===== src/rtl/branch_con_unit_if.sv =====
// Control-unit <-> branch condition unit bundle: evaluation request, operands,
// and the resulting CON flag with its statistics.
interface branch_con_unit_if #(
  parameter int WIDTH = 32,
  parameter int CNT_W = 16
);
  logic             CONin;
  logic             clr_con;
  logic [3:0]       C2;
  logic [WIDTH-1:0] Ra;
  logic [WIDTH-1:0] Rb;
  logic             CON;
  logic             con_valid;
  logic             busy;
  logic [CNT_W-1:0] eval_cnt;
  logic [CNT_W-1:0] taken_cnt;

  modport master (
    output CONin, clr_con, C2, Ra, Rb,
    input  CON, con_valid, busy, eval_cnt, taken_cnt
  );

  modport slave (
    input  CONin, clr_con, C2, Ra, Rb,
    output CON, con_valid, busy, eval_cnt, taken_cnt
  );
endinterface


===== src/rtl/branch_con_unit.sv =====
// Branch condition evaluator: decodes C2 against Ra/Rb through an IDLE/CAPT/EVAL
// sequence and keeps saturating counts of evaluations and taken branches.
module branch_con_unit #(
  parameter int WIDTH  = 32,
  parameter int CNT_W  = 16,
  parameter int REG_IN = 1
) (
  input  logic         clk,
  input  logic         reset,
  branch_con_unit_if.slave bus
);

  typedef enum logic [1:0] {IDLE, CAPT, EVAL} state_t;

  state_t                  state;
  logic [3:0]              c2_p1;
  logic signed [WIDTH-1:0] ra_p1;
  logic signed [WIDTH-1:0] rb_p1;
  logic                    con;
  logic                    con_valid;
  logic                    busy;
  logic [CNT_W-1:0]        eval_cnt;
  logic [CNT_W-1:0]        taken_cnt;
  logic                    result;

  function automatic logic cond_eval(input logic [3:0] c,
                                     input logic signed [WIDTH-1:0] a,
                                     input logic signed [WIDTH-1:0] b);
    logic r;
    r = 1'b0;
    case (c)
      4'd0:    r = (a == '0);
      4'd1:    r = (a != '0);
      4'd2:    r = !a[WIDTH-1] && (a != '0);
      4'd3:    r = a[WIDTH-1];
      4'd4:    r = !a[WIDTH-1];
      4'd5:    r = a[WIDTH-1] || (a == '0);
      4'd6:    r = 1'b1;
      4'd8:    r = (a == b);
      4'd9:    r = (a != b);
      4'd10:   r = (a < b);
      4'd11:   r = (a >= b);
      4'd12:   r = ($unsigned(a) < $unsigned(b));
      4'd13:   r = ($unsigned(a) >= $unsigned(b));
      default: r = 1'b0;
    endcase
    return r;
  endfunction

  // Counters stick at all-ones instead of wrapping.
  function automatic logic [CNT_W-1:0] sat_inc(input logic [CNT_W-1:0] v);
    return (&v) ? v : v + {{(CNT_W-1){1'b0}}, 1'b1};
  endfunction

  assign result = cond_eval(c2_p1, ra_p1, rb_p1);

  always_ff @(posedge clk or negedge reset) begin
    if (!reset) begin
      state     <= IDLE;
      c2_p1     <= '0;
      ra_p1     <= '0;
      rb_p1     <= '0;
      con       <= 1'b0;
      con_valid <= 1'b0;
      busy      <= 1'b0;
      eval_cnt  <= '0;
      taken_cnt <= '0;
    end else begin
      con_valid <= 1'b0;
      // A clear wins over both a completing evaluation and a new request.
      if (bus.clr_con) begin
        state <= IDLE;
        con   <= 1'b0;
        busy  <= 1'b0;
      end else begin
        case (state)
          IDLE: begin
            if (bus.CONin) begin
              busy <= 1'b1;
              if (REG_IN != 0) begin
                state <= CAPT;
              end else begin
                state <= EVAL;
                c2_p1 <= bus.C2;
                ra_p1 <= bus.Ra;
                rb_p1 <= bus.Rb;
              end
            end
          end
          // p0 -> p1: operand capture stage
          CAPT: begin
            c2_p1 <= bus.C2;
            ra_p1 <= bus.Ra;
            rb_p1 <= bus.Rb;
            state <= EVAL;
          end
          // p1 -> CON: evaluate and publish
          EVAL: begin
            con       <= result;
            con_valid <= 1'b1;
            eval_cnt  <= sat_inc(eval_cnt);
            if (result) taken_cnt <= sat_inc(taken_cnt);
            busy      <= 1'b0;
            state     <= IDLE;
          end
          default: begin
            busy  <= 1'b0;
            state <= IDLE;
          end
        endcase
      end
    end
  end

  assign bus.CON       = con;
  assign bus.con_valid = con_valid;
  assign bus.busy      = busy;
  assign bus.eval_cnt  = eval_cnt;
  assign bus.taken_cnt = taken_cnt;

endmodule


===== src/flat_wrapper.sv =====
// flat-port wrapper written by rule: the top's interface ports become plain ports
module branch_con_unit_flat 
#(
  parameter int WIDTH  = 32,
  parameter int CNT_W  = 16,
  parameter int REG_IN = 1
)
  (clk, reset, bus_CONin, bus_clr_con, bus_C2, bus_Ra, bus_Rb, bus_CON, bus_con_valid, bus_busy, bus_eval_cnt, bus_taken_cnt);
  branch_con_unit_if #(.WIDTH(WIDTH), .CNT_W(CNT_W)) bus_i ();
  input  logic clk;
  input  logic reset;
  input wire logic [$bits(bus_i.CONin)-1:0] bus_CONin;
  input wire logic [$bits(bus_i.clr_con)-1:0] bus_clr_con;
  input wire logic [$bits(bus_i.C2)-1:0] bus_C2;
  input wire logic [$bits(bus_i.Ra)-1:0] bus_Ra;
  input wire logic [$bits(bus_i.Rb)-1:0] bus_Rb;
  output wire logic [$bits(bus_i.CON)-1:0] bus_CON;
  output wire logic [$bits(bus_i.con_valid)-1:0] bus_con_valid;
  output wire logic [$bits(bus_i.busy)-1:0] bus_busy;
  output wire logic [$bits(bus_i.eval_cnt)-1:0] bus_eval_cnt;
  output wire logic [$bits(bus_i.taken_cnt)-1:0] bus_taken_cnt;
  assign bus_i.CONin = bus_CONin;
  assign bus_i.clr_con = bus_clr_con;
  assign bus_i.C2 = bus_C2;
  assign bus_i.Ra = bus_Ra;
  assign bus_i.Rb = bus_Rb;
  assign bus_CON = bus_i.CON;
  assign bus_con_valid = bus_i.con_valid;
  assign bus_busy = bus_i.busy;
  assign bus_eval_cnt = bus_i.eval_cnt;
  assign bus_taken_cnt = bus_i.taken_cnt;
  branch_con_unit #(.WIDTH(WIDTH), .CNT_W(CNT_W), .REG_IN(REG_IN)) u_core (.clk(clk), .reset(reset), .bus(bus_i));
endmodule

===== config.mk =====
export PLATFORM = sky130hd
export DESIGN_NAME = branch_con_unit_flat
export DESIGN_NICKNAME = d
export VERILOG_FILES = /design/src/rtl/branch_con_unit_if.sv /design/src/rtl/branch_con_unit.sv /design/src/flat_wrapper.sv
export SDC_FILE = /design/constraint.sdc
export NUM_CORES = 1
export LEC_CHECK = 0
export CAP_MARGIN = 30
export CORE_MARGIN = 4
export CORE_UTILIZATION = 41
export DETAILED_ROUTE_END_ITERATION = 7
export GPL_TIMING_DRIVEN = 0
export PLACE_DENSITY = 0.66
export SLEW_MARGIN = 20
export SYNTH_ARGS = -nofsm -noshare
export SYNTH_HDL_FRONTEND = slang
export SYNTH_SLANG_ARGS = --single-unit

===== constraint.sdc =====
create_clock -name clk -period 4.1 [get_ports clk]
set_input_delay 1.23 -clock clk [delete_from_list [all_inputs] [get_ports clk]]
set_output_delay 1.23 -clock clk [all_outputs]
set_load 0.02 [all_outputs]

==> results.toml <==
[floorplan]
die_h_um = 120
fp.coreArea_sq_mm = 0.0122
die_area_sq_mm = 0.0145
pin_count = 107
rows = 40
die_x_um = 120
initial_utilization = 0.426

[timing]
relSlewSlack = 0.581
setup_viol = 0
hold_viol_final = 0
max_freq_ghz = 0.313
clock-skew-final_ns = 0.00600
rsz0062_at_grt = "false"
fin_crit_sh = 0.780
finalCriticalPeriod_ns = 3.20
fin_tns_setup_ns = 0
worst_pin_slew_ns = 0.628
worst_hold_slack_ns = 0.466
slew_viol_final = 0

[cts]
clkSlewWorstSetupHoldPaths_ns = 0.07
cts_setup_buffers = 0
clk_latency_ns = 0.35
cts_root_buf = "clkbuf_16"
ctsResizeCount = 0
cts_buffers = 9
clockBufferDepth = 2
htree_levels = 3
cts_hold_buf = 0
clock-sinks = 105
cts_tree = "done"

[detailed_routing]
routed-via-count = 3878
viasPerCell = 5.02
drc_errors = 0
wire_per_inst_um = 15.5
initialDrtViolationCount = 262
first_pass_iters = 4
ant_nets = 0
wl_um = 12000

[synth]
synth_top_area_frac = 0.508
syn_nets = 588
synth_seq_cells = 105
synth-edff-count = 0
async_reset_ff_frac = 1.00
yosys_warnings = 0
synth_area_leaders = "dfrtp_1 51%, ha_1 8.2%, mux2_2 8.1%"
ys_types = 43
yosys-top-cells-count = "105 x dfrtp_1, 52 x nand2_1, 39 x o21ai_0"
netlist_instances = 482
syn_area_per_cell_sq_um = 10.7
yosysMostFrequentCell = "dfrtp_1"
yosysTopAreaCell = "dfrtp_1"
syn-cell-area_sq_mm = 0.00517
seq_area_frac_synth = 0.508
ys.flop_type = "dfrtp_1"

[global_route]
grt_pass1_vias = 4075
grtUsageTotal = 0.174
grt_max_degree = 62
grt_pass1_wl_um = 20100
grt-ovfl-total = 0
antenna_found_initial = 0

[power_and_ir_drop]
p_per_area_mw_per_mm2 = 449
ir_worst_vdd_uv = 299
power.leakage_nw = 3.00
power_mw = 3.03

[finish]
num-fill-cells = 1093
final_cells = 773
post-route-util = 0.555
area_growth_pct = 30.5
seqCellArea_sq_mm = 0.00263
drive_gt1_frac = 0.101
final_nets = 706
multiInputGateArea_sq_mm = 0.00234
diodes = 0

[setup_path]
crit_arrival_ns = 3.43
worstPathMaxFanout = 7
critPathRequiredTime_ns = 4.33
end_kind = "flip-flop"
crit_type = "reg2reg"
start_kind = "flip-flop"

[worst_hold_path]
hold_path_class = "reg2reg"

[placed_design]
place_inst = 757
gp_congestion = 0.844
io_buffers = 106
post-dp-hpwl_um = 9020

[run_status]
status = "completed"

[job]
drv_cap = 0
==> placed cells by master, fill, tap and decap left out, drive strengths merged, types with 2 or more instances in the layout <==
| cell | synthesis | layout |
|---|---|---|
| clkbuf | 18 | 32 |
| nor3b | 4 | 4 |
| a21oi | 15 | 15 |
| nor2 | 12 | 12 |
| nand4b | 2 | 2 |
| o211ai | 3 | 3 |
| a211oi | 3 | 3 |
| and2 | 3 | 3 |
| and4 | 3 | 3 |
| inv | 36 | 36 |
| xor2 | 24 | 24 |
| and3 | 10 | 10 |
| nand4 | 13 | 13 |
| mux2 | 37 | 37 |
| nor3 | 12 | 12 |
| xnor2 | 10 | 10 |
| nor2b | 3 | 3 |
| nand3 | 11 | 11 |
| ha | 34 | 34 |
| o21ai | 39 | 39 |
| nand2b | 4 | 4 |
| clkdlybuf4s50 | 0 | 105 |
| buf | 1 | 3 |
| a21o | 2 | 2 |
| nand2 | 52 | 52 |
| nor4 | 13 | 13 |
| dfrtp | 105 | 105 |
==> routing by layer <==
layer,GRT usage,up-vias,wire [um]
li1,-,1915,-
met3,0.0444,5,410
met5,0,-,0
met2,0.288,65,5800
met4,0.0425,0,138
met1,0.230,1893,5650
==> power breakdown <==
group	switching [mW]	leakage, nW	total, mW	internal, mW
Sequential	0.133	1.32	1.35	1.22
Combinational	0.445	1.54	0.864	0.419
Clock	0.367	0.133	0.812	0.445
Total	0.944	3.00	3.03	2.09
==> worst paths after layout <==
path                                                   start  cells past startpoint  slack (ns)                              endpoint
min in group asynchronous                              reset                      1        0.80          u_core.rb_p1[19]$_DFFE_PN0P_
worst max register to register  u_core.ra_p1[31]$_DFFE_PN0P_                     10        0.90  u_core.bus.taken_cnt[12]$_DFFE_PN0P_
max in group asynchronous                              reset                      2        2.64    u_core.bus.eval_cnt[6]$_DFFE_PN0P_
worst min-delay path             u_core.state[0]$_DFFE_PN0P_                      1        0.47           u_core.state[0]$_DFFE_PN0P_
worst max-delay path            u_core.ra_p1[31]$_DFFE_PN0P_                     10        0.90  u_core.bus.taken_cnt[12]$_DFFE_PN0P_
worst min register to register   u_core.state[0]$_DFFE_PN0P_                      1        0.47           u_core.state[0]$_DFFE_PN0P_
==> area by class of cell <==
class,count,area share
flip-flops and latches,105,0.389
multi-input cells,322,0.347
repair buffers,107,0.161
clock buffers,14,0.0391
well taps,168,0.0311
inverters,36,0.0200
plain buffers,19,0.0107
clock inverters,2,0.00185
==> logic make-up (layout without fill, tap and decap cells) <==
family	after synthesis	after routing	synth area share
mux	37	37	0.0805
buf+inv	55	178	0.0401
xor+xnor	34	34	0.0590
compound gates	70	70	0.0805
simple gates	147	147	0.150
flops	105	105	0.508
fa+ha+maj	34	34	0.0822
==> state kept, by name, indices dropped and copies added (netlist names), 2 cells and up <==
signal,flops
u_core.bus.taken_cnt,16
u_core.ra_p1,32
u_core.rb_p1,32
u_core.bus.eval_cnt,16
u_core.state,2
u_core.c2_p1,4
==> through the flow <==
step                      instance area, sq um  setup slack (ns)
final                                     6750             0.902
after global routing                      6750             0.684
after detailed placement                  6470             0.515
after global placement                    6450             -2.23
after floorplan                           5170              1.20
after CTS                                 6750             0.880
==> worst max-delay path, stage by stage, from the launching register on <==
cell and delay [ns]:
dfrtp_1 0.44, ha_1 0.40, nand4_1 0.21, nor4_2 0.46, nand3_1 0.19, xor2_1 0.17
o32ai_1 0.25, a211oi_1 0.10, o311a_4 0.18, or4_4 0.56, xnor2_2 0.14
No activity file was read; power rests on OpenSTA's default activity.
